**src/rtl/bpsk_carrier_mapper.sv**
```systemverilog
// rtl/bpsk_carrier_mapper.sv - BPSK carrier sample mapper with 2-entry bit FIFO; define DIFF_ENC_EN for DBPSK encoding
module bpsk_carrier_mapper #(
  parameter int NUM            = 16,
  parameter int CYCLES_PER_BIT = 4,
  parameter int SAMPLE_W       = 8
) (
  input  logic                       clk_sig,
  input  logic                       reset_sig,
  input  logic [$clog2(NUM-1)-1:0]   counter_sig,
  input  logic                       bit_data_sig,
  input  logic                       bit_valid_sig,
  output logic                       bit_ready_sig,
  output logic signed [SAMPLE_W-1:0] sample_sig,
  output logic                       sample_valid_sig,
  output logic                       symbol_start_sig,
  output logic                       underrun_sig
);

  localparam int CW  = $clog2(NUM-1);
  localparam int CCW = (CYCLES_PER_BIT > 1) ? $clog2(CYCLES_PER_BIT) : 1;
  localparam logic [CW-1:0]  LAST_PH  = CW'(NUM-1);
  localparam logic [CCW-1:0] LAST_CYC = CCW'(CYCLES_PER_BIT-1);
  localparam logic [CW:0]    NUM_W    = (CW+1)'(NUM);
  localparam int             AMP      = (1 << (SAMPLE_W-1)) - 1;

  typedef enum logic {S_IDLE = 1'b0, S_RUN = 1'b1} state_t;

  // Rounded sine value for table slot k (round half away from zero)
  function automatic logic signed [SAMPLE_W-1:0] lut_val(input int k);
    real x;
    int  v;
    x = real'(AMP) * $sin(2.0 * 3.14159265358979323846 * real'(k) / real'(NUM));
    if (x >= 0.0) v = $rtoi(x + 0.5);
    else          v = -$rtoi(0.5 - x);
    return SAMPLE_W'(v);
  endfunction

  state_t                     r_state;
  state_t                     w_state_nxt;
  logic [1:0]                 r_cnt;
  logic                       r_q0;
  logic                       r_q1;
  logic [CCW-1:0]             r_cyc;
  logic                       r_cur_bit;
  logic                       r_fresh;
  logic                       r_undr_arm;
`ifdef DIFF_ENC_EN
  logic                       r_ref;
`endif

  logic signed [SAMPLE_W-1:0] w_lut [NUM];
  logic signed [SAMPLE_W-1:0] w_ph;
  logic signed [SAMPLE_W-1:0] w_sample_nxt;
  logic                       w_valid_nxt;
  logic                       w_start_nxt;
  logic                       w_wrap;
  logic                       w_nonempty;
  logic                       w_run_end;
  logic                       w_pop;
  logic                       w_push;
  logic                       w_underrun_set;
  logic [1:0]                 w_cnt_pop;
  logic                       w_new_bit;

  for (genvar g = 0; g < NUM; g++) begin : g_lut
    assign w_lut[g] = lut_val(g);
  end

  // The last phase of a carrier period is the only place a bit may change
  assign w_wrap         = (counter_sig == LAST_PH);
  assign w_nonempty     = (r_cnt != 2'd0);
  assign w_run_end      = (r_state == S_RUN) && w_wrap && (r_cyc == LAST_CYC);
  assign w_pop          = w_nonempty && ((r_state == S_IDLE && w_wrap) || w_run_end);
  assign w_underrun_set = w_run_end && !w_nonempty;
  assign bit_ready_sig  = (r_cnt != 2'd2);
  assign w_push         = bit_valid_sig && bit_ready_sig;
  assign w_cnt_pop      = w_pop ? (r_cnt - 2'd1) : r_cnt;
`ifdef DIFF_ENC_EN
  assign w_new_bit      = r_ref ^ r_q0;
`else
  assign w_new_bit      = r_q0;
`endif

  // State register
  always_ff @(posedge clk_sig or negedge reset_sig) begin
    if (!reset_sig) r_state <= S_IDLE;
    else            r_state <= w_state_nxt;
  end

  // Next-state: start on a boundary with data, stop when a symbol ends with nothing queued
  always_comb begin
    w_state_nxt = r_state;
    case (r_state)
      S_IDLE:  if (w_pop)          w_state_nxt = S_RUN;
      S_RUN:   if (w_underrun_set) w_state_nxt = S_IDLE;
      default: w_state_nxt = S_IDLE;
    endcase
  end

  // Output decode: signed sine lookup for the current phase, zero while idle
  always_comb begin
    w_ph         = '0;
    w_sample_nxt = '0;
    w_valid_nxt  = 1'b0;
    w_start_nxt  = 1'b0;
    if ({1'b0, counter_sig} < NUM_W) w_ph = w_lut[counter_sig];
    if (r_state == S_RUN) begin
      w_sample_nxt = r_cur_bit ? w_ph : -w_ph;
      w_valid_nxt  = 1'b1;
      w_start_nxt  = r_fresh;
    end
  end

  // Two-entry FIFO, head in r_q0; a push never bypasses to the pop side
  always_ff @(posedge clk_sig or negedge reset_sig) begin
    if (!reset_sig) begin
      r_cnt <= 2'd0;
      r_q0  <= 1'b0;
      r_q1  <= 1'b0;
    end else begin
      if (w_pop) r_q0 <= r_q1;
      if (w_push) begin
        if (w_cnt_pop == 2'd0) r_q0 <= bit_data_sig;
        else                   r_q1 <= bit_data_sig;
      end
      r_cnt <= w_cnt_pop + {1'b0, w_push};
    end
  end

  // Symbol bookkeeping: carrier periods per bit, current polarity, one-shot flags
  always_ff @(posedge clk_sig or negedge reset_sig) begin
    if (!reset_sig) begin
      r_cyc      <= '0;
      r_cur_bit  <= 1'b0;
      r_fresh    <= 1'b0;
      r_undr_arm <= 1'b0;
`ifdef DIFF_ENC_EN
      r_ref      <= 1'b1;
`endif
    end else begin
      r_fresh    <= w_pop;
      r_undr_arm <= w_underrun_set;
      if (w_pop || r_state == S_IDLE) r_cyc <= '0;
      else if (w_wrap)                r_cyc <= (r_cyc == LAST_CYC) ? '0 : r_cyc + 1'b1;
      if (w_pop) r_cur_bit <= w_new_bit;
`ifdef DIFF_ENC_EN
      if (w_pop)               r_ref <= w_new_bit;
      else if (w_underrun_set) r_ref <= 1'b1;
`endif
    end
  end

  // Registered outputs, one cycle behind counter_sig
  always_ff @(posedge clk_sig or negedge reset_sig) begin
    if (!reset_sig) begin
      sample_sig       <= '0;
      sample_valid_sig <= 1'b0;
      symbol_start_sig <= 1'b0;
      underrun_sig     <= 1'b0;
    end else begin
      sample_sig       <= w_sample_nxt;
      sample_valid_sig <= w_valid_nxt;
      symbol_start_sig <= w_start_nxt;
      underrun_sig     <= r_undr_arm;
    end
  end

endmodule

```
**config.mk**
```make
export PLATFORM = sky130hd
export DESIGN_NAME = bpsk_carrier_mapper
export DESIGN_NICKNAME = d
export VERILOG_FILES = /design/src/rtl/bpsk_carrier_mapper.sv
export SDC_FILE = /design/constraint.sdc
export NUM_CORES = 1
export LEC_CHECK = 0
export ABC_CLOCK_PERIOD_IN_PS = 2100
export CAP_MARGIN = 20
export CORE_UTILIZATION = 55
export DETAILED_ROUTE_END_ITERATION = 7
export DONT_BUFFER_PORTS = 1
export GPL_TIMING_DRIVEN = 1
export HOLD_SLACK_MARGIN = 0.08
export PLACE_DENSITY = 0.81
export SLEW_MARGIN = 10
export SYNTH_ARGS = -nofsm -noshare
export SYNTH_HDL_FRONTEND = slang
export SYNTH_SLANG_ARGS = --single-unit
```
**constraint.sdc**
```tcl
create_clock -name clk_sig -period 2.1 [get_ports clk_sig]
set_input_delay 0.63 -clock clk_sig [delete_from_list [all_inputs] [get_ports clk_sig]]
set_output_delay 0.63 -clock clk_sig [all_outputs]
set_load 0.005 [all_outputs]
```
Word level (Yosys, flattened, before mapping)
Memories as Yosys holds them, arrays and structs flattened.
Index checks and enable logic that the tools add are counted.
- register bits: 21
- memories: 1
- word-level logic and storage cells: 53
- output and inout bits: 12
- memory bits (read-only): 128
- memory list (memory ; words ; width ; rd ports ; clocked after memory_dff ; wr ports ; line ; source):
    (name not given) ; 16 ; 8 ; 1 ; 0 ; 0 ; 106 ; if ({1'b0, counter_sig} < NUM_W) w_ph = w_lut[counter_sig];
- equality and inequality tests: 3
- reduce and logical (&&, ||, !) cells: 13
- bitwise logic cells: 3
- add/sub/neg operators: 4
- mux-type cells: 16
- $lt $le $gt $ge: 1
- operators by type and width (kind ; count):
    two-way mux 8 bit ; 4
    two-way mux 2 bit ; 4
    negator 8 bit ; 1
    two-way mux 1 bit ; 7
    logical AND 1 bit ; 6
    greater-or-equal comparator 5 bit (second input constant) ; 1
    inverter 4 -> 5 bit ; 1
    equality test 4 bit (second input constant) ; 1
    nonzero test 2 bit ; 2
    adder 2 x 1 -> 2 bit ; 1
    adder 2 x 1 -> 2 bit (second input constant) ; 1
    equality test 2 bit (second input constant) ; 1
    logical NOT 2 bit ; 1
    logical OR 1 bit ; 2
    != test 2 bit (second input constant) ; 1
    inverter 1 bit ; 2
    one-hot mux 1 bit (2 select lines) ; 1
    AND reduction 2 bit ; 1
    subtractor 2 x 1 -> 2 bit (second input constant) ; 1
    logical NOT 1 bit ; 1

Logic depth before layout (Yosys ltp)
Gate-level depths: netlist of the first run.
- word-level depth: 9
- depth in mapped cells: 10
- gate-level depth less buffers: 10

Worst setup path after synthesis of the first run
Ideal clock, no wire load.
- kind: input-to-reg
- start: input port counter_sig[0]
- end: register sample_sig[6]
- stages: 10
- setup slack: -0.030 ns
- arrival: 2.003 ns
- buffers on the path: 0
- data required time: 1.973 ns
- cell sequence: inv_1 > ha_1 > a211oi_1 > a21oi_1 > inv_1 > ha_1 > inv_1 > a2111oi_2 > o21ai_0 > nor3b_1
- longest elaborated chain between the ends: 7
- RTL lines (item ; line ; source):
    from (decl) ; 9 ; input logic [$clog2(NUM-1)-1:0] counter_sig,
    inverter 4 -> 5 bit (implied by the code) * ; 106 ;
    memory (16 x 8 bit) * ; -- ;
    two-way mux 8 bit (implied by the code) * (2 in series) ; 106 ;
    negator 8 bit ; 108 ; w_sample_nxt = r_cur_bit ? w_ph : -w_ph;
    two-way mux 8 bit * ; 108 ;
    two-way mux 8 bit * ; 107 ; if (r_state == S_RUN) begin
    via w_sample_nxt[6] ; 53 ; logic signed [SAMPLE_W-1:0] w_sample_nxt;
    to (signal assigned) ; 161 ; sample_sig <= w_sample_nxt;
    to (decl) ; 13 ; output logic signed [SAMPLE_W-1:0] sample_sig,
The timed path passes the listed nets; every way through them passes the cells marked *. The select of a mux whose other input is x is not followed.
A chain may end at the register's enable or synchronous reset.

Worst setup path in the final report of the first run
Ends and elaborated chain as after synthesis.

==> results of run 1 <==
-- cell usage in the layout, fill, tap and decap left out, types with 3 or more instances in the layout --
| cell | Yosys | final |
|---|---|---|
| sky130_fd_sc_hd__nor2b_1 | 3 | 3 |
| sky130_fd_sc_hd__dfrtp_1 | 21 | 21 |
| sky130_fd_sc_hd__clkbuf_4 | 0 | 3 |
| sky130_fd_sc_hd__buf_4 | 0 | 5 |
| sky130_fd_sc_hd__ha_1 | 12 | 12 |
| sky130_fd_sc_hd__nand2_1 | 5 | 5 |
| sky130_fd_sc_hd__nand2b_1 | 3 | 3 |
| sky130_fd_sc_hd__o21ai_0 | 6 | 6 |
| sky130_fd_sc_hd__nor3_1 | 3 | 3 |
| sky130_fd_sc_hd__inv_1 | 16 | 16 |
| sky130_fd_sc_hd__a21oi_1 | 8 | 8 |
| sky130_fd_sc_hd__nor2_1 | 12 | 12 |
| sky130_fd_sc_hd__mux2i_1 | 3 | 3 |
-- power groups by stage --
stage	logic, uW	registers [uW]	clock network [uW]
finish	422	661	195
global route	483	682	212
CTS	424	660	201
detailed placement	411	668	0
global placement	385	663	0
floorplan	378	610	0
-- final cells by class --
class                           count  area [sq um]  share of cell area (%)
Multi-Input combinational cell     84           663                    48.8
Clock inverter                      1          5.00                   0.369
Tap cell                           27          33.8                    2.49
Clock buffer                        3          22.5                    1.66
Sequential cell                    21           526                    38.7
Inverter                           16          60.1                    4.42
Timing Repair Buffer                6          47.5                    3.50
-- worst min-delay path by stage --
| stage | end | slack, ns | cells after the start |
|---|---|---|---|
| 2_1_floorplan | r_cnt[0]$_DFF_PN0_ | 0.33 | 0 |
| 3_3_place_gp | sample_sig[7]$_DFF_PN0_ | 0.33 | 0 |
| 3_5_place_dp | sample_sig[7]$_DFF_PN0_ | 0.33 | 0 |
| 4_1_cts | underrun_sig$_DFF_PN0_ | 0.37 | 0 |
| 5_1_grt | underrun_sig$_DFF_PN0_ | 0.39 | 0 |
| 6_report | underrun_sig$_DFF_PN0_ | 0.37 | 0 |
-- sequential cells by signal, summed over array words and instances (netlist names) --
register and flops:
r_q0 1, r_cnt 2, r_q1 1, r_cyc 2, r_fresh 1, sample_sig 8
symbol_start_sig 1, underrun_sig 1, r_undr_arm 1, sample_valid_sig 1, r_state 1, r_cur_bit 1
-- what timing repair did --
| action | CTS | global route |
|---|---|---|
| setup endpoints to repair | 0 | 1 |
| hold buffers | 1 | 0 |
| resized for setup | 0 | 1 |
| endpoints found under the hold margin | 21 | 0 |
-- through the flow --
step | instance area [sq um] | worst slack, ns | power (uW) | util (%)
2_1_floorplan | 1270 | 0.00486 | 988 | -
3_3_place_gp | 1320 | -0.00474 | 1050 | 63.8
3_5_place_dp | 1320 | -0.133 | 1080 | 63.8
4_1_cts | 1350 | 0.184 | 1290 | 65.6
5_1_grt | 1360 | 0.00588 | 1380 | 65.8
6_report | 1360 | 0.168 | 1280 | 65.8
-- layer usage --
| metal | routed length [um] | GRT usage, % | vias up |
|---|---|---|---|
| met3 | 58 | 3.09 | 5 |
| met5 | 0 | 0 | - |
| met1 | 1030 | 25.3 | 431 |
| met4 | 36 | 10.0 | 0 |
| met2 | 1090 | 35.6 | 22 |
| li1 | - | - | 438 |
-- logic make-up after synthesis --
logic type | count (synthesis) | share of synthesized area [%]
xor+xnor | 3 | 2.08
simple gates | 33 | 14.1
mux | 6 | 5.95
fa+ha+maj | 12 | 11.9
buf+inv | 20 | 6.64
flops | 21 | 41.6
compound gates | 30 | 17.7
==> results.txt, run 1 <==
- The number of global-route vias before repair is 932.
* Die area: about 0.0025 sq mm
- STA classifies the critical path startpoint as an input port.
* Count of buffers added by post-CTS timing repair for setup: 0
* Global-route wire length before repair: ~3800 um
- The region available for standard cell placement spans just over 0.002 sq mm.
- After floorplanning, the core was divided into 16 placement rows.
- Number of inserted filler cells in the final layout: approximately 160
- DPL Wire Length: between 1500 and 2000 um
* Final setup fails: 0
- Static power due to leakage: between 0.0006 and 0.0007 uW
- After detailed routing, the number of remaining DRC violations is 0.
- In this run the critical register-to-register path is captured at r_q1$_DFFE_PN0P_.
- Final cycle utilization of the critical path: about 92%
- The first detailed-routing pass took 4 iterations.
- Syn_nets: between 100 and 150
- Count of pins on the block boundary: 20
- In this run the number of cells on the critical path is 10.
- In this run, synthesis produced a sequential element count of 21.
- By instance count, the cell type seen most on the critical path is sky130_fd_sc_hd__inv_1.
- Vertical extent of the die: 49.9 um
- Worst-Skew Late Latency: around 0.3 ns
- Power spread over the standard cell area amounts to 941 mW/mm^2.
* Distinct cells, synth: 36
- In this run the horizontal extent of the chip is approximately 50 um.
- CP max stage cell: sky130_fd_sc_hd__a2111oi_2
- Data on the critical path arrives at its endpoint at between 2 and 2.5 ns.
- The clock network burns roughly 15% of the power.
- The worst hold path belongs to the class reg2reg.
- Main area contributors after synthesis: sky130_fd_sc_hd__dfrtp_1, sky130_fd_sc_hd__ha_1, sky130_fd_sc_hd__inv_1, sky130_fd_sc_hd__nor2_1, sky130_fd_sc_hd__a21oi_1
- H-Tree Level Count: 1
- CP Capture Point: sample_sig[6]$_DFF_PN0_
* Ys Warns: 0
- Clock-pin slew was measured on the worst setup and hold paths at 0.12 ns.
- Cell internal power was estimated by the tool at 800 uW.
* Slew at the pin closest to its max-slew limit: slightly below 0.9 ns
- Excluding fillers, the count of instances in the completed layout stands at ~160.
- RD Place Congestion: ~0.86
- TritonCTS buffer count: 3
* Antenna diode count: 0
- Sequential cells account for between 50% and 60% of the total power.
- Average cell area after synthesis: 10.1 sq um
- For this configuration, the core starts out at a cell density of 61.2%.
- Cell taking the most area after synthesis: sky130_fd_sc_hd__dfrtp_1
- The tool flagged a number of max-cap violations equal to 0.
- Global routing used 20.8% of the available tracks across all layers.
* Commonest cells post-synth: sky130_fd_sc_hd__dfrtp_1, sky130_fd_sc_hd__inv_1, sky130_fd_sc_hd__ha_1, sky130_fd_sc_hd__nor2_1, sky130_fd_sc_hd__a21oi_1
* Number of antenna violations at the first check in global routing: 0
- Post-synth top area share: around two fifths
- Of the cells placed in the final design, the portion with a size suffix greater than 1 is between 10% and 20%.
* Via-per-instance ratio: 5.67
* Worst path required time: 2.29 ns
- Buffers placed on the I/O ports in this run total 0.
- The worst register-to-register path has a setup slack of between 0.2 and 0.25 ns.
* Kind of cell with the highest combined delay on the critical path: compound AO/OA/AOI/OAI gates
- The worst register-to-register path has a depth of 6.
* VDD IR max: approximately 0.67 mV
- Number of nets at the end of the flow: ~150
* Main flop type after synthesis: sky130_fd_sc_hd__dfrtp_1
- Residual overflow from global routing: 0
- Status: finished, final reports clean
- In this run the critical register-to-register path is launched from r_cnt[0]$_DFF_PN0_.
- Net load switching power: ~480 uW
* Shortest clock period the worst path allows after layout: between 1.5 and 2 ns
* Seq/Total Area, Yosys: around two fifths
- Net switching is a little under two fifths of the power.
* DR vias: 896
- Including well taps, the total number of placed cells is between 150 and 200.
- Summing every instance area after synthesis gives ~0.0013 sq mm.
- Initial detailed-routing violation count: 23
- The longest clock path from root to sink contains 2 buffers.
* Crit. Startpoint: counter_sig[0]
* Mapped Cells: 125
- Yosys mapped a number of flops with a built-in enable equal to 0.
- For the final database, setup skew stands at about 0.0042 ns.
- Unrepaired setup endpoints after global routing: no
- Clk sinks: 21
* Final count of hold timing violations: 0
- In this run the remaining antenna-violating nets after routing total 0.
- Async S/R FF share, synth: 100%
- The final max-slew violation count was 0.
- Logic gate share of total power: 33.0%
- TritonCTS built the clock tree.
- STA classifies the critical path endpoint as a flip-flop.
- Drt total wl: 2210 um
- Setup_tns: 0 ns
- The tree is rooted in a sky130_fd_sc_hd__clkbuf_4.
- Max Fclk: 517 MHz
- Relative slew slack: between 40% and 50%
- Crit path buffers/inverters: 3
* Worst setup path class: in2reg
- Along the worst path, the maximum fanout reaches 5.
- Relative to the synthesized area, the layout overhead comes to 7.53%.
- sky130_fd_sc_hd__dfrtp_1 is the most common cell in the netlist.
* Average detailed-routed wire length per instance: about 14 um
- Sequence of cells on the critical path: inv_1 -> ha_1 -> a211oi_2 -> a21oi_1 -> inv_1 -> ha_1 -> inv_1 -> a2111oi_2 -> o21ai_0 -> nor3b_1
- On the worst path, the slowest cell contributes a delay of 0.27 ns.
- Hold Worst Slack: 0.365 ns
- Entering global routing, the biggest net connects 22 pins.
- The startpoint identified for the worst hold timing path is r_undr_arm$_DFF_PN0_.
No activity file was read; power rests on OpenSTA's default activity.
==> run 2, diff against run 1 <==
--- a/config.mk
+++ b/config.mk
@@ -5,7 +5,7 @@
 export SDC_FILE = /design/constraint.sdc
 export NUM_CORES = 1
 export LEC_CHECK = 0
-export ABC_CLOCK_PERIOD_IN_PS = 2100
+export ABC_CLOCK_PERIOD_IN_PS = 2340
 export CAP_MARGIN = 20
 export CORE_UTILIZATION = 55
 export DETAILED_ROUTE_END_ITERATION = 7
==> constraint.sdc (replaced) <==
create_clock -name clk_sig -period 2.34 [get_ports clk_sig]
set_input_delay 0.702 -clock clk_sig [delete_from_list [all_inputs] [get_ports clk_sig]]
set_output_delay 0.702 -clock clk_sig [all_outputs]
set_load 0.005 [all_outputs]
==> results.txt, run 2 (synthesized netlist as in run 1, its figures left out) <==
* Clock buffer depth: 2 (unchanged)
- Clock slew seen by the registers of the worst setup and hold paths: 0.11 ns (about the same)
- The remaining max-slew budget at the tightest pin came to 42.2% (+1.9 points).
* Setup slack, reg-to-reg: 0.50 ns (+0.27 ns)
- In this design, the critical path's most frequently occurring cell is sky130_fd_sc_hd__inv_1.
- The critical path in this run is classified as in2reg.
* Launch point of the worst reg-to-reg path: r_cnt[0]$_DFF_PN0_
- Hold path startpoint: r_undr_arm$_DFF_PN0_
- DR vias: 865 (-3.5%)
- Number of placed cells counting well taps: 150 (-2.0%)
- Static power due to leakage: 0.000610 uW (-2.4%)
* H-Tree Level Count: 1 (unchanged)
- Final setup fails: 0 (unchanged)
- The slew at the pin closest to its max-slew limit is 0.865 ns (-0.0288 ns).
- Largest registers in the final layout: sample_sig: 8 flops, r_cnt: 2 flops, r_cyc: 2 flops
* Port bufs: 0 (unchanged)
* Pre-Repair DR Iteration Count: 4 (unchanged)
* Post-CTS Resized: 0 (unchanged)
* Fraction of layout cells with a size suffix above 1: 10.9% (-3.6 points)
- Core Area: 0.00206 sq mm (unchanged)
* Register with the most flip-flops: sample_sig
* Crit path DAT: 2.17 ns (+0.05 ns)
* Max Fclk: a little over 500 MHz
* Number of standard-cell rows in the floorplan: 16 (unchanged)
- Hold Worst Slack: 0.379 ns (+0.0141 ns)
- Worst hold path stage count: 0 (unchanged)
- Remaining number of nets flagged by the antenna check after routing: 0 (unchanged)
* Starting density of the core: 61.2% (unchanged)
- The number of DRC violations after detailed routing came to 0 (unchanged).
* Pin count of the biggest net entering global routing: 22 (unchanged)
- The logic depth of the worst register-to-register path is 6 (unchanged).
- TritonCTS built the clock tree.
- The initial antenna violation count was 0 (unchanged).
- Root buffer cell: sky130_fd_sc_hd__clkbuf_4
- The worst path uses between 80 and 90% of the clock period.
- The setup TNS is 0 ns (unchanged).
* Average detailed-routed wire length per instance: 12.6 um (-10%)
* Min-Delay Endpoint: underrun_sig$_DFF_PN0_
- The area growth from synthesis to layout is 4.96%.
* Gr usage total: 19.2% (-1.6 points)
* RD Place Congestion: 0.948 (+10%)
* Crit path launch type: input port
- Vias in the first global route: 840 (-9.9%)
- The number of standard cells in the final layout excluding fillers is 155 (-1.9%).
* Die outline width: 49.9 um (unchanged)
* Pwr Density: 847 mW/mm^2 (-10%)
- Longest individual stage delay on the worst path: 0.27 ns (about the same)
- Max-capacitance violation count: 0 (unchanged)
- Most frequent standard cell in the layout excluding fill and tap cells: sky130_fd_sc_hd__dfrtp_1
* Largest register FFs: 8 (unchanged)
* Storage cell area: 526 sq um (unchanged)
- The final setup skew came to 0.00230 ns (-0.00187 ns).
- The number of hold violations in the final report came to 0 (unchanged).
* Die area: 0.00249 sq mm (unchanged)
- Antenna diode count: 0 (unchanged)
* Sequence of cells on the critical path: inv_1 -> ha_1 -> a211oi_1 -> a21oi_1 -> inv_1 -> ha_1 -> inv_1 -> a2111oi_2 -> o21ai_0 -> nor3b_1
- Area taken by multi-input logic gates: 653 sq um (-1.5%)
* Leading cell types in the layout, fill and taps excluded: sky130_fd_sc_hd__dfrtp_1, sky130_fd_sc_hd__inv_1, sky130_fd_sc_hd__nor2_1, sky130_fd_sc_hd__ha_1, sky130_fd_sc_hd__a21oi_1
- The post-DP HPWL came to 1520 um (-9.3%).
- Initial detailed-routing violation count: 14 (-39%)
- Count of pins on the block boundary: 20 (unchanged)
- CP Capture Type: flip-flop
* Status: finished, final reports clean
- The number of nets in the final layout is 149 (-2.0%).
- The sink count of the clock tree came to 21 (unchanged).
- The worst register-to-register path ends at r_q1$_DFFE_PN0P_.
- TritonCTS buffer count: 3 (unchanged)
- The worst path required time is 2.53 ns (+0.24 ns).
- The mean number of vias per cell was 5.58 (-1.6%).
- Global-route wire length before repair: 3590 um (-6.5%)
- Shortest clock period the worst path allows after layout: between 1.5 and 2 ns
* Vertical extent of the die: 49.9 um (unchanged)
* Tightest Hold Check Type: reg2reg
- Setup repair after global routing left no endpoint under its margin.
* VDD IR max: 0.559 mV (-16%)
- The number of inserted filler cells in the final layout is 163 (+2.5%).
- Worst-Skew Late Latency: 0.30 ns (about the same)
- The final max-slew violation count was 0 (unchanged).
* Residual overflow from global routing: 0 (unchanged)
- The largest fanout on the critical path was 5 (unchanged).
- The total wire length after detailed routing came to 1950 um (-12%).
* CP max stage cell: sky130_fd_sc_hd__a211oi_1
## run 2: cell count changes in the layout (fill, tap and decap cells not counted), sizes merged
cell,before,now
buf,5,2
## run 2: how the worst max path moves through the flow
stage	startpoint	end	slack, ns	depth (start not counted)
2_1_floorplan	counter_sig[0]	sample_sig[6]$_DFF_PN0_	0.14	10
3_3_place_gp	counter_sig[0]	sample_sig[6]$_DFF_PN0_	0.08	10
3_5_place_dp	counter_sig[0]	sample_sig[6]$_DFF_PN0_	0.01	10
4_1_cts	counter_sig[0]	sample_sig[6]$_DFF_PN0_	0.36	10
5_1_grt	counter_sig[0]	sample_sig[6]$_DFF_PN0_	0.20	10
6_report	counter_sig[0]	sample_sig[6]$_DFF_PN0_	0.36	10
## run 2: final cells by class
type | count | area share, %
Multi-Input combinational cell | 84 | 49.3
Sequential cell | 21 | 39.7
Inverter | 16 | 4.53
Tap cell | 27 | 2.55
Timing Repair Buffer | 3 | 1.89
Clock buffer | 3 | 1.70
Clock inverter | 1 | 0.378
## run 2: power breakdown
part	switching [uW]	internal, uW	total, uW
Sequential	103	488	591
Clock	106	63.8	170
Combinational	199	162	361
Total	408	714	1120
## run 2: critical path: cells and delay by family
kind	cells	cell delay, ns
buf+inv	3	0.20
fa+ha+maj	2	0.39
simple gates	1	0.15
compound gates	4	0.73
## run 2: timing repair
item / 4_1_cts / 5_1_grt
buffers inserted: 0 / 0
hold endpoints to repair: 21 / 0
hold buffers: 1 / 0
## run 2: metal layers
layer / part of all wire, % / track usage (%) / routed length [um]
met3: 4.6 / 7.41 / 89
met5: 0 / 0 / 0
met2: 45 / 29.7 / 878
met1: 50 / 25.2 / 964
met4: 0.67 / 4.29 / 13
## run 2: metrics by stage
stage	setup WS, ns	instance area (sq um)	util (%)	total power, uW
floorplan	0.138	1260	-	886
global placement	0.0815	1290	62.4	935
detailed placement	0.0109	1290	62.4	953
CTS	0.358	1330	64.3	1130
global route	0.200	1330	64.3	1220
finish	0.360	1330	64.3	1120
==> run 3, diff against run 2 <==
--- a/config.mk
+++ b/config.mk
@@ -5,14 +5,14 @@
 export SDC_FILE = /design/constraint.sdc
 export NUM_CORES = 1
 export LEC_CHECK = 0
-export ABC_CLOCK_PERIOD_IN_PS = 2340
+export ABC_CLOCK_PERIOD_IN_PS = 1600
 export CAP_MARGIN = 20
 export CORE_UTILIZATION = 55
 export DETAILED_ROUTE_END_ITERATION = 7
 export DONT_BUFFER_PORTS = 1
 export GPL_TIMING_DRIVEN = 1
 export HOLD_SLACK_MARGIN = 0.08
-export PLACE_DENSITY = 0.81
+export PLACE_DENSITY = 0.84
 export SLEW_MARGIN = 10
 export SYNTH_ARGS = -nofsm -noshare
 export SYNTH_HDL_FRONTEND = slang
==> constraint.sdc (replaced) <==
create_clock -name clk_sig -period 1.6 [get_ports clk_sig]
set_input_delay 0.48 -clock clk_sig [delete_from_list [all_inputs] [get_ports clk_sig]]
set_output_delay 0.48 -clock clk_sig [all_outputs]
set_load 0.005 [all_outputs]
==> results.txt, run 3 (synthesized netlist as in run 1, its figures left out) <==
* VDD IR max: 1.34 mV (+140%)
- Setup slack, reg-to-reg: -0.12 ns (-0.62 ns)
* Initial detailed-routing violation count: 33 (+19)
- Largest registers in the final layout: sample_sig: 8 flops, r_cnt: 2 flops, r_cyc: 2 flops
* Clock slew seen by the registers of the worst setup and hold paths: 0.11 ns (about the same)
- CTS placed an instance of sky130_fd_sc_hd__clkbuf_4 at the clock tree root.
- Relative slew slack: 38.5% (-3.7 points)
- STA classifies the critical path startpoint as an input port.
- Global-route wire length before repair: 5250 um (+46%)
- TritonCTS clock tree: done
* Port bufs: 0 (unchanged)
- Launch point of the worst reg-to-reg path: r_cnt[0]$_DFF_PN0_
* Core Area: 0.00206 sq mm (unchanged)
- The antenna violation net count after detailed routing is 0 (unchanged).
- The clock buffer count from CTS was 3 (unchanged).
- Starting density of the core: 61.2% (unchanged)
- The worst register-to-register path ends at r_q0$_DFF_PN0_.
- Final count of hold timing violations: 0 (unchanged)
- The row count is 16 (unchanged).
- Clock buffer depth: 2 (unchanged)
* Max-capacitance violation count: 0 (unchanged)
- The slack of the critical path was -0.217 ns (-0.577 ns).
- Placement-stage worst setup slack: -0.457 ns (-0.467 ns)
* Failing checks: setup timing
* Clk sinks: 21 (unchanged)
* Unrepaired setup endpoints after global routing: yes
* Crit. Startpoint: counter_sig[0]
- The worst hold margin came to 0.312 ns (-0.0673 ns).
- Total design power: 2110 uW (+88%)
- The die span in y is 49.9 um (unchanged).
- The area of the die was 0.00249 sq mm (unchanged).
- In this run the worst setup path terminates at sample_sig[4]$_DFF_PN0_.
- The initial antenna violation count came to 0 (unchanged).
- Leading cell types in the layout, fill and taps excluded: sky130_fd_sc_hd__buf_4, sky130_fd_sc_hd__dfrtp_1, sky130_fd_sc_hd__nor2_1
* Fraction of layout cells with a size suffix above 1: 47.4% (+36 points)
- sample_sig holds more flip-flops than any other register.
* Drt total wl: 3630 um (+87%)
- Number of nets at the end of the flow: 175 (+17%)
- Compared with the post-synthesis result, the final layout area differs by 39.5%.
* Clock tree skew after final layout: 0.000762 ns (-0.00154 ns)
- Antenna diode count: 0 (unchanged)
- The number of DRC violations after detailed routing was 0 (unchanged).
- The total congestion overflow after global routing was 0 (unchanged).
* Setup_tns: -1.16 ns (-1.16 ns)
* Pre-Repair DR Iteration Count: 4 (unchanged)
- The critical path data arrival time was 1.99 ns (-0.18 ns).
- Shortest clock period the worst path allows after layout: ~1.8 ns
- Gr usage total: 28.2% (+9.1 points)
- The final setup violation count is 7 (+7).
- Worst path required time: 1.77 ns (-0.76 ns)
- The post-DP HPWL is 1930 um (+27%).
* Count of pins on the block boundary: 20 (unchanged)
* Tightest Hold Check Type: in2reg
- DR vias: 1,119 (+29%)
- Most frequent standard cell in the layout excluding fill and tap cells: sky130_fd_sc_hd__buf_4
- The number of flip-flops under the largest register name was 8 (unchanged).
* Worst-Skew Late Latency: 0.30 ns (about the same)
- Via-per-instance ratio: 6.18 (+11%)
* CP Capture Type: flip-flop
- RD Place Congestion: 0.864 (-8.9%)
- The largest net degree at the start of global routing is 22 (unchanged).
- The leakage power was 0.000750 uW (+23%).
- Max Fclk: 550 MHz
- Average detailed-routed wire length per instance: 20.1 um (+60%)
* Worst setup path class: in2reg
* Worst-path fanout max: 6 (+1)
- The slew at the pin closest to its max-slew limit was 0.920 ns (+0.0549 ns).
- The logic depth of the worst register-to-register path is 7 (+1).
* Vias in the first global route: 1,143 (+36%)
* Status: finished, violations left
* Die outline width: 49.9 um (unchanged)
- The worst path uses 114% of the clock period.
- The H-tree depth reported by CTS is 1 (unchanged).
- Pwr Density: 1200 mW/mm^2 (+41%)
- Max Slew Vio Count: 0 (unchanged)
## run 3: changes by cell type in the layout (fill, tap and decap cells not counted), moves of 3 or more
| cell | delta |
|---|---|
| sky130_fd_sc_hd__buf_4 | +23 |
| sky130_fd_sc_hd__ha_1 | -10 |
| sky130_fd_sc_hd__ha_4 | +8 |
| sky130_fd_sc_hd__inv_1 | -8 |
| sky130_fd_sc_hd__inv_2 | +7 |
| sky130_fd_sc_hd__a21oi_1 | -3 |
| sky130_fd_sc_hd__a21oi_2 | +3 |
| sky130_fd_sc_hd__buf_6 | +3 |
## run 3: critical path: stages
cell                         delay [ns]
sky130_fd_sc_hd__clkinvlp_4        0.14
sky130_fd_sc_hd__buf_6             0.17
sky130_fd_sc_hd__ha_4              0.28
sky130_fd_sc_hd__nor2_4            0.04
sky130_fd_sc_hd__o21ai_4           0.26
sky130_fd_sc_hd__buf_4             0.17
sky130_fd_sc_hd__a211oi_2          0.08
sky130_fd_sc_hd__o2111ai_1         0.23
sky130_fd_sc_hd__o31ai_1           0.13
## run 3: area by class of cell
cell class              instances  area, sq um
multi-input cells              84          880
flip-flops and latches         21          526
fillers                        95          300
repair buffers                 29          231
inverters                      16         63.8
well taps                      27         33.8
clock buffers                   3         22.5
clock inverters                 1         5.00
## run 3: per-layer routing
layer	wire [um]	part of all wire [%]	up-vias	global-route usage [%]
met3	244	6.7	15	6.48
met5	0	0	-	0
li1	-	-	488	-
met4	123	3.4	0	4.76
met1	1340	37	547	30.8
met2	1920	53	69	55.0
## run 3: timing repair
| item | 4_1_cts | 5_1_grt |
|---|---|---|
| setup buffers | 4 | 6 |
| resized for setup | 15 | 25 |
| hold buffers | 1 | 0 |
| endpoints found under the setup margin | 9 | 11 |
| endpoints found under the hold margin | 21 | 0 |
| pin swaps | 6 | 9 |
## run 3: worst min-delay path by stage
stage                            start                      end  cells after the start
after global placement       reset_sig  sample_sig[0]$_DFF_PN0_                      0
after global routing      bit_data_sig         r_q1$_DFFE_PN0P_                      1
after floorplan              reset_sig       r_cnt[0]$_DFF_PN0_                      0
after detailed placement     reset_sig  sample_sig[1]$_DFF_PN0_                      0
after CTS                 bit_data_sig           r_q0$_DFF_PN0_                      1
final                     bit_data_sig           r_q0$_DFF_PN0_                      1
## run 3: per-stage QoR
step,area [sq um],cells,utilization [%]
2_1_floorplan,1330,125,-
3_3_place_gp,1470,166,71.2
3_5_place_dp,1470,166,71.2
4_1_cts,1590,175,77.3
5_1_grt,1760,181,85.4
6_report,1760,181,85.4
## run 3: power by group
part           internal (uW)  switching [uW]  total, uW
Sequential               714             153        867
Combinational            477             516        993
Clock                   93.3             155        248
==> patch 1 (config.mk and constraints of run 1) <==
Add a define of `DIFF_ENC_EN`.
--- a/src/rtl/bpsk_carrier_mapper.sv
+++ b/src/rtl/bpsk_carrier_mapper.sv
@@ -1,4 +1,6 @@
 // rtl/bpsk_carrier_mapper.sv - BPSK carrier sample mapper with 2-entry bit FIFO; define DIFF_ENC_EN for DBPSK encoding
+`define DIFF_ENC_EN
+
 module bpsk_carrier_mapper #(
   parameter int NUM            = 16,
   parameter int CYCLES_PER_BIT = 4,
Formal check against the unedited RTL: not equivalent (Yosys sat finds a counterexample within 4 cycles, from zero or initial values and one cycle with reset_sig low).
==> patch 1 against run 1 <==
Total power increased by 10%; sequential cell count increased by 1; maximum frequency increased by 0.97%; worst setup slack improved by 0.019 ns; routed wire length increased by 3.2%; synthesized area increased by 6.2%; sequential power increased by 8.3%; cell area increased by 8.1%; critical path depth decreased by 4; clock skew increased by 0.0076 ns; non-clock buffer count increased by 5; highest routed layer unchanged.
==> patch 1: results (changes against run 1) <==
| Metric | Value |
|---|---|
| Hold Crit Class | `in -> async` |
| DP HPWL | `1700 um (+1.6%)` |
| FF/Latch Area | `552 um2 (+5.0%)` |
| DR iter-0 viols | `9 (-61%)` |
| Worst Path Class, Setup | `reg -> reg` |
| Vias post-DR | `954 (+6.5%)` |
| Most frequent cells after synthesis | `21 x dfrtp_1, 16 x inv_1, 13 x nor2_1, 12 x ha_1, 8 x a21oi_1` |
| Fillcell total | `186 (+17%)` |
| Overall routing resource usage | `21.5% (+0.73 points)` |
| Place WS | `-0.0901 ns (+0.0433 ns)` |
| Delay of the slowest critical-path stage | `0.40 ns (+0.13 ns)` |
| Worst-skew pair later-pin latency | `0.32 ns (+0.02 ns)` |
| Share of cells above drive strength 1 | `18.6% (+4.1 points)` |
| Slowest cell on crit path | `or3b_1` |
| Synth top area cells | `dfrtp_1 39%, ha_1 11%, inv_1 4.5%` |
| Leak | `0.678 nW (+8.4%)` |
| Clock skew | `0.0117 ns (+0.00757 ns)` |
| Synth Area per Inst | `10.4 um2 (+2.9%)` |
| Post-synth net total | `149 (+2.8%)` |
| Post-DP Area | `1430 um2 (+8.8%)` |
| Switching Share | `36.1% (-1.3 points)` |
| Outcome | `finished clean` |
| Fin nets | `161 (+5.9%)` |
| Measured slew at the worst slew-check pin | `0.914 ns (+0.0201 ns)` |
| Tcrit/Tclk final | `91.1% (-0.88 points)` |
| Yosys cell types | `38 (+5.6%)` |
| First-pass GRT wire length | `4210 um (+9.5%)` |
| Seq/Total Area, Yosys | `41.1% (-0.49 points)` |
| Flop-to-flop setup slack | `0.19 ns (-0.04 ns)` |
| Routed WL per cell | `13.6 um (-3.0%)` |
| Vias in the first global route | `959 (+2.9%)` |
| GPL Wtd Cong | `0.898 (+4.2%)` |
-- patch 1: cell count changes after synthesis, moves of 2 or more --
cell / change
a2111oi_2: -2
a2111oi_4: +2
mux2i_1: -2
nand2_1: -2
-- patch 1: cell type report --
cell class,count,area share [%]
Tap cell,28,2.39
Multi-Input combinational cell,87,48.3
Timing Repair Buffer,11,5.80
Clock buffer,4,1.79
Sequential cell,22,37.6
Inverter,16,4.09
-- patch 1: worst reg2reg max path, stage by stage, from the launching register on --
cell and delay (ns):
dfrtp_1 0.38, ha_1 0.19, inv_1 0.07, a211oi_2 0.36, nor3_1 0.10, or3b_1 0.40, mux2_4 0.30
-- patch 1: worst min path at each step --
stage | startpoint | end | slack [ns]
floorplan | reset_sig | r_cnt[0]$_DFF_PN0_ | 0.33
global placement | reset_sig | r_q1$_DFFE_PN0P_ | 0.33
detailed placement | reset_sig | underrun_sig$_DFF_PN0_ | 0.33
CTS | reset_sig | r_ref$_DFFE_PN1P_ | 0.14
global route | reset_sig | r_ref$_DFFE_PN1P_ | 0.13
finish | reset_sig | r_ref$_DFFE_PN1P_ | 0.14
-- patch 1: layer usage --
layer | track usage, % | share of wire, %
met3 | 4.46 | 4.5
met5 | 0 | 0
met4 | 9.46 | 2.2
met1 | 27.8 | 47
met2 | 34.4 | 46
-- patch 1: cells by family after synthesis --
family                     share of synthesized area [%]
AOI/OAI and AO/OA                                   19.4
xor gates and xnor gates                            2.61
adders and majority gates                           11.2
buffers and inverters                               6.34
DFF                                                 41.1
muxes                                               5.22
and+or+nand+nor                                     14.1
-- patch 1: repair_timing --
action	4_1_cts	5_1_grt
hold endpoints to repair	21	0
resized for setup	0	0
hold buffers	1	0
setup buffers	0	0
-- patch 1: power groups by stage --
stage / sequential [mW] / combinational [mW] / clock [mW]
6_report: 0.716 / 0.487 / 0.206
5_1_grt: 0.744 / 0.564 / 0.219
4_1_cts: 0.717 / 0.489 / 0.207
3_5_place_dp: 0.727 / 0.475 / 0
3_3_place_gp: 0.717 / 0.456 / 0
2_1_floorplan: 0.689 / 0.399 / 0
==> patch 2 (flow settings as in run 1) <==
Without the edit above. `sample_sig` no longer has a reset.
--- a/src/rtl/bpsk_carrier_mapper.sv
+++ b/src/rtl/bpsk_carrier_mapper.sv
@@ -153,17 +153,19 @@
   // Registered outputs, one cycle behind counter_sig
   always_ff @(posedge clk_sig or negedge reset_sig) begin
     if (!reset_sig) begin
-      sample_sig       <= '0;
       sample_valid_sig <= 1'b0;
       symbol_start_sig <= 1'b0;
       underrun_sig     <= 1'b0;
     end else begin
-      sample_sig       <= w_sample_nxt;
       sample_valid_sig <= w_valid_nxt;
       symbol_start_sig <= w_start_nxt;
       underrun_sig     <= r_undr_arm;
     end
   end
 
+  always_ff @(posedge clk_sig) begin
+    sample_sig <= w_sample_nxt;
+  end
+
 endmodule
 
Formal check against the unedited RTL: differs if reset_sig is asserted again (counterexample within 4 cycles, from zero or initial values and one cycle with reset_sig low); with reset_sig held inactive, the same outputs for 10 cycles.
==> patch 2 against run 1 <==
Routed wire length grew 1.0%; synthesized area up 2.0%; critical path type is now reg -> reg; first-iteration DRC count up 39%; worst setup slack better by 0.11 ns; total power is 8.7% higher; hold slack improved by 0.0060 ns; cell area rose by 3.5%; sequential cell count did not move.
==> patch 2: results (changes against run 1) <==
| Metric | Value |
|---|---|
| GPL Wtd Cong | `0.789 (-8.5%)` |
| DR iter-0 viols | `32 (+39%)` |
| Largest net degree at the start of global routing | `20 (-9.1%)` |
| CTS Buf Count | `3 (unchanged)` |
| Post-Synth XOR/XNOR Area | `2.72% (+0.64 points)` |
| Relative slew slack | `62.2% (+22 points)` |
| Post-synth ARST share | `61.9% (-38 points)` |
| DP HPWL | `1730 um (+3.2%)` |
| Synth top area cells | `dfrtp_1 25%, dfxtp_1 12%, ha_1 11%` |
| Clock Pin Slew Worst Setup and Hold Paths | `0.11 ns` |
| Delay of the slowest critical-path stage | `0.46 ns (+0.19 ns)` |
| Biggest regs | `sample_sig (8), r_cnt (2), r_cyc (2)` |
| Ys Warns | `0 (unchanged)` |
| Post-CTS Hold Buffers | `1 (unchanged)` |
| Switching Share | `34.7% (-2.7 points)` |
| Outcome | `finished clean` |
| Yosys cell types | `42 (+17%)` |
| Leak | `0.643 nW (+2.8%)` |
| Hold depth | `0 (unchanged)` |
| Multiplexer share of the synthesized area | `11.9% (+5.9 points)` |
| Setup bufs post-CTS | `0 (unchanged)` |
| Routed WL per cell | `13.5 um (-3.3%)` |
| Most frequent cells after synthesis | `13 x dfrtp_1, 11 x ha_1, 9 x inv_1, 8 x dfxtp_1` |
| DR pass1 iterations | `4 (unchanged)` |
| Clock skew | `0.000736 ns (-0.00343 ns)` |
| Worst-skew pair later-pin latency | `0.29 ns` |
| Slew Viols, Final | `0 (unchanged)` |
| Clock H-tree levels | `1 (unchanged)` |
| Overall routing resource usage | `20.5% (-0.30 points)` |
| Cts repair resizes | `0 (unchanged)` |
| Main flop type after synthesis | `dfrtp_1` |
| # diodes | `0 (unchanged)` |
| Post-DP Area | `1370 um2 (+4.1%)` |
| Post-synth net total | `146 (+0.69%)` |
| Fin nets | `157 (+3.3%)` |
| Worst-case reg-to-reg path depth | `6 (unchanged)` |
| Post-Synth Adder-Cell Area | `10.7% (-1.2 points)` |
| Hold Vio Cnt, Final | `0 (unchanged)` |
| Initial antenna violation count | `0 (unchanged)` |
| Hold Crit Class | `reg -> reg` |
| CP Max Fanout | `6 (+1)` |
| Seq/Total Area, Yosys | `37.7% (-3.9 points)` |
| Share of cells above drive strength 1 | `18.2% (+3.7 points)` |
| CTS Root Cell | `clkbuf_4` |
| First-pass GRT wire length | `3920 um (+2.0%)` |
| Deepest clock path buffer count | `2 (unchanged)` |
| Worst vdd ir | `0.562 mV (-16%)` |
| Slowest cell on crit path | `or3b_2` |
| Vias in the first global route | `921 (-1.2%)` |
| Area fraction in compound gates after synthesis | `13.2% (-4.5 points)` |
| Input/output buffers | `0 (unchanged)` |
| Via density | `5.70 (+0.57%)` |
| Crit path DAT | `2.04 ns (-0.08 ns)` |
patch 2: changes by cell type after synthesis, moves of 4 or more:
cell,run 1,this run
dfrtp_1,21,13
dfxtp_1,0,8
inv_1,16,9
nor2_1,12,7
mux2i_1,3,7
patch 2: routing by layer:
layer  global-route usage, %  routed length (um)  up-vias
met4                    9.26                  40        0
met5                       0                   0        -
met3                    4.24                 107        4
met2                    32.9                1010       29
li1                        -                   -      466
met1                    26.3                1070      442
patch 2: final timing paths:
check | start | to | slack [ns]
worst max-delay path | r_cyc[0]$_DFFE_PN0P_ | r_cyc[1]$_DFFE_PN0P_ | 0.28
worst min-delay path | r_undr_arm$_DFF_PN0_ | underrun_sig$_DFF_PN0_ | 0.37
worst max register to register | r_cyc[0]$_DFFE_PN0P_ | r_cyc[1]$_DFFE_PN0P_ | 0.28
worst min register to register | r_undr_arm$_DFF_PN0_ | underrun_sig$_DFF_PN0_ | 0.37
max in group asynchronous | reset_sig | sample_valid_sig$_DFF_PN0_ | 0.98
min in group asynchronous | reset_sig | r_cyc[1]$_DFFE_PN0P_ | 0.75
patch 2: critical path, delay by kind of cell (launching register included):
kind,cells,cell delay [ns]
and+or+nand+nor,3,0.77
DFF,1,0.41
adders and majority gates,1,0.23
AOI/OAI and AO/OA,1,0.18
buffers and inverters,1,0.16
patch 2: cell type report:
| class | instances | area (um2) |
|---|---|---|
| Clock buffer | 4 | 26.3 |
| Fill cell | 178 | 807 |
| Inverter | 9 | 33.8 |
| Multi-Input combinational cell | 91 | 732 |
| Sequential cell | 21 | 485 |
| Tap cell | 28 | 35.0 |
| Timing Repair Buffer | 12 | 92.6 |
patch 2: kinds of logic after synthesis:
kind of cell | Yosys count
AND/OR/NAND/NOR | 41
AO/OA/AOI/OAI | 22
flip-flops | 21
buffers and inverters | 15
multiplexers | 13
adder cells (fa/ha/maj) | 11
XOR/XNOR | 4
patch 2: per-stage QoR:
| stage | cells | hold slack (ns) | util (%) | setup slack, ns | power [mW] |
|---|---|---|---|---|---|
| 4_1_cts | 165 | 0.377 | 63.5 | 0.257 | 1.40 |
| 6_report | 165 | 0.371 | 63.5 | 0.277 | 1.39 |
| 5_1_grt | 165 | 0.387 | 63.5 | 0.209 | 1.51 |
| 3_3_place_gp | 160 | 0.334 | 61.9 | 0.0182 | 1.17 |
| 3_5_place_dp | 160 | 0.335 | 61.9 | 0.00451 | 1.21 |
| 2_1_floorplan | 127 | 0.331 | - | 0.0119 | 1.10 |
patch 2: power groups by stage:
stage	Clock (mW)	Combinational, mW	Sequential [mW]
2_1_floorplan	0	0.481	0.615
3_3_place_gp	0	0.530	0.644
3_5_place_dp	0	0.554	0.654
4_1_cts	0.193	0.563	0.646
5_1_grt	0.210	0.636	0.663
6_report	0.186	0.560	0.643
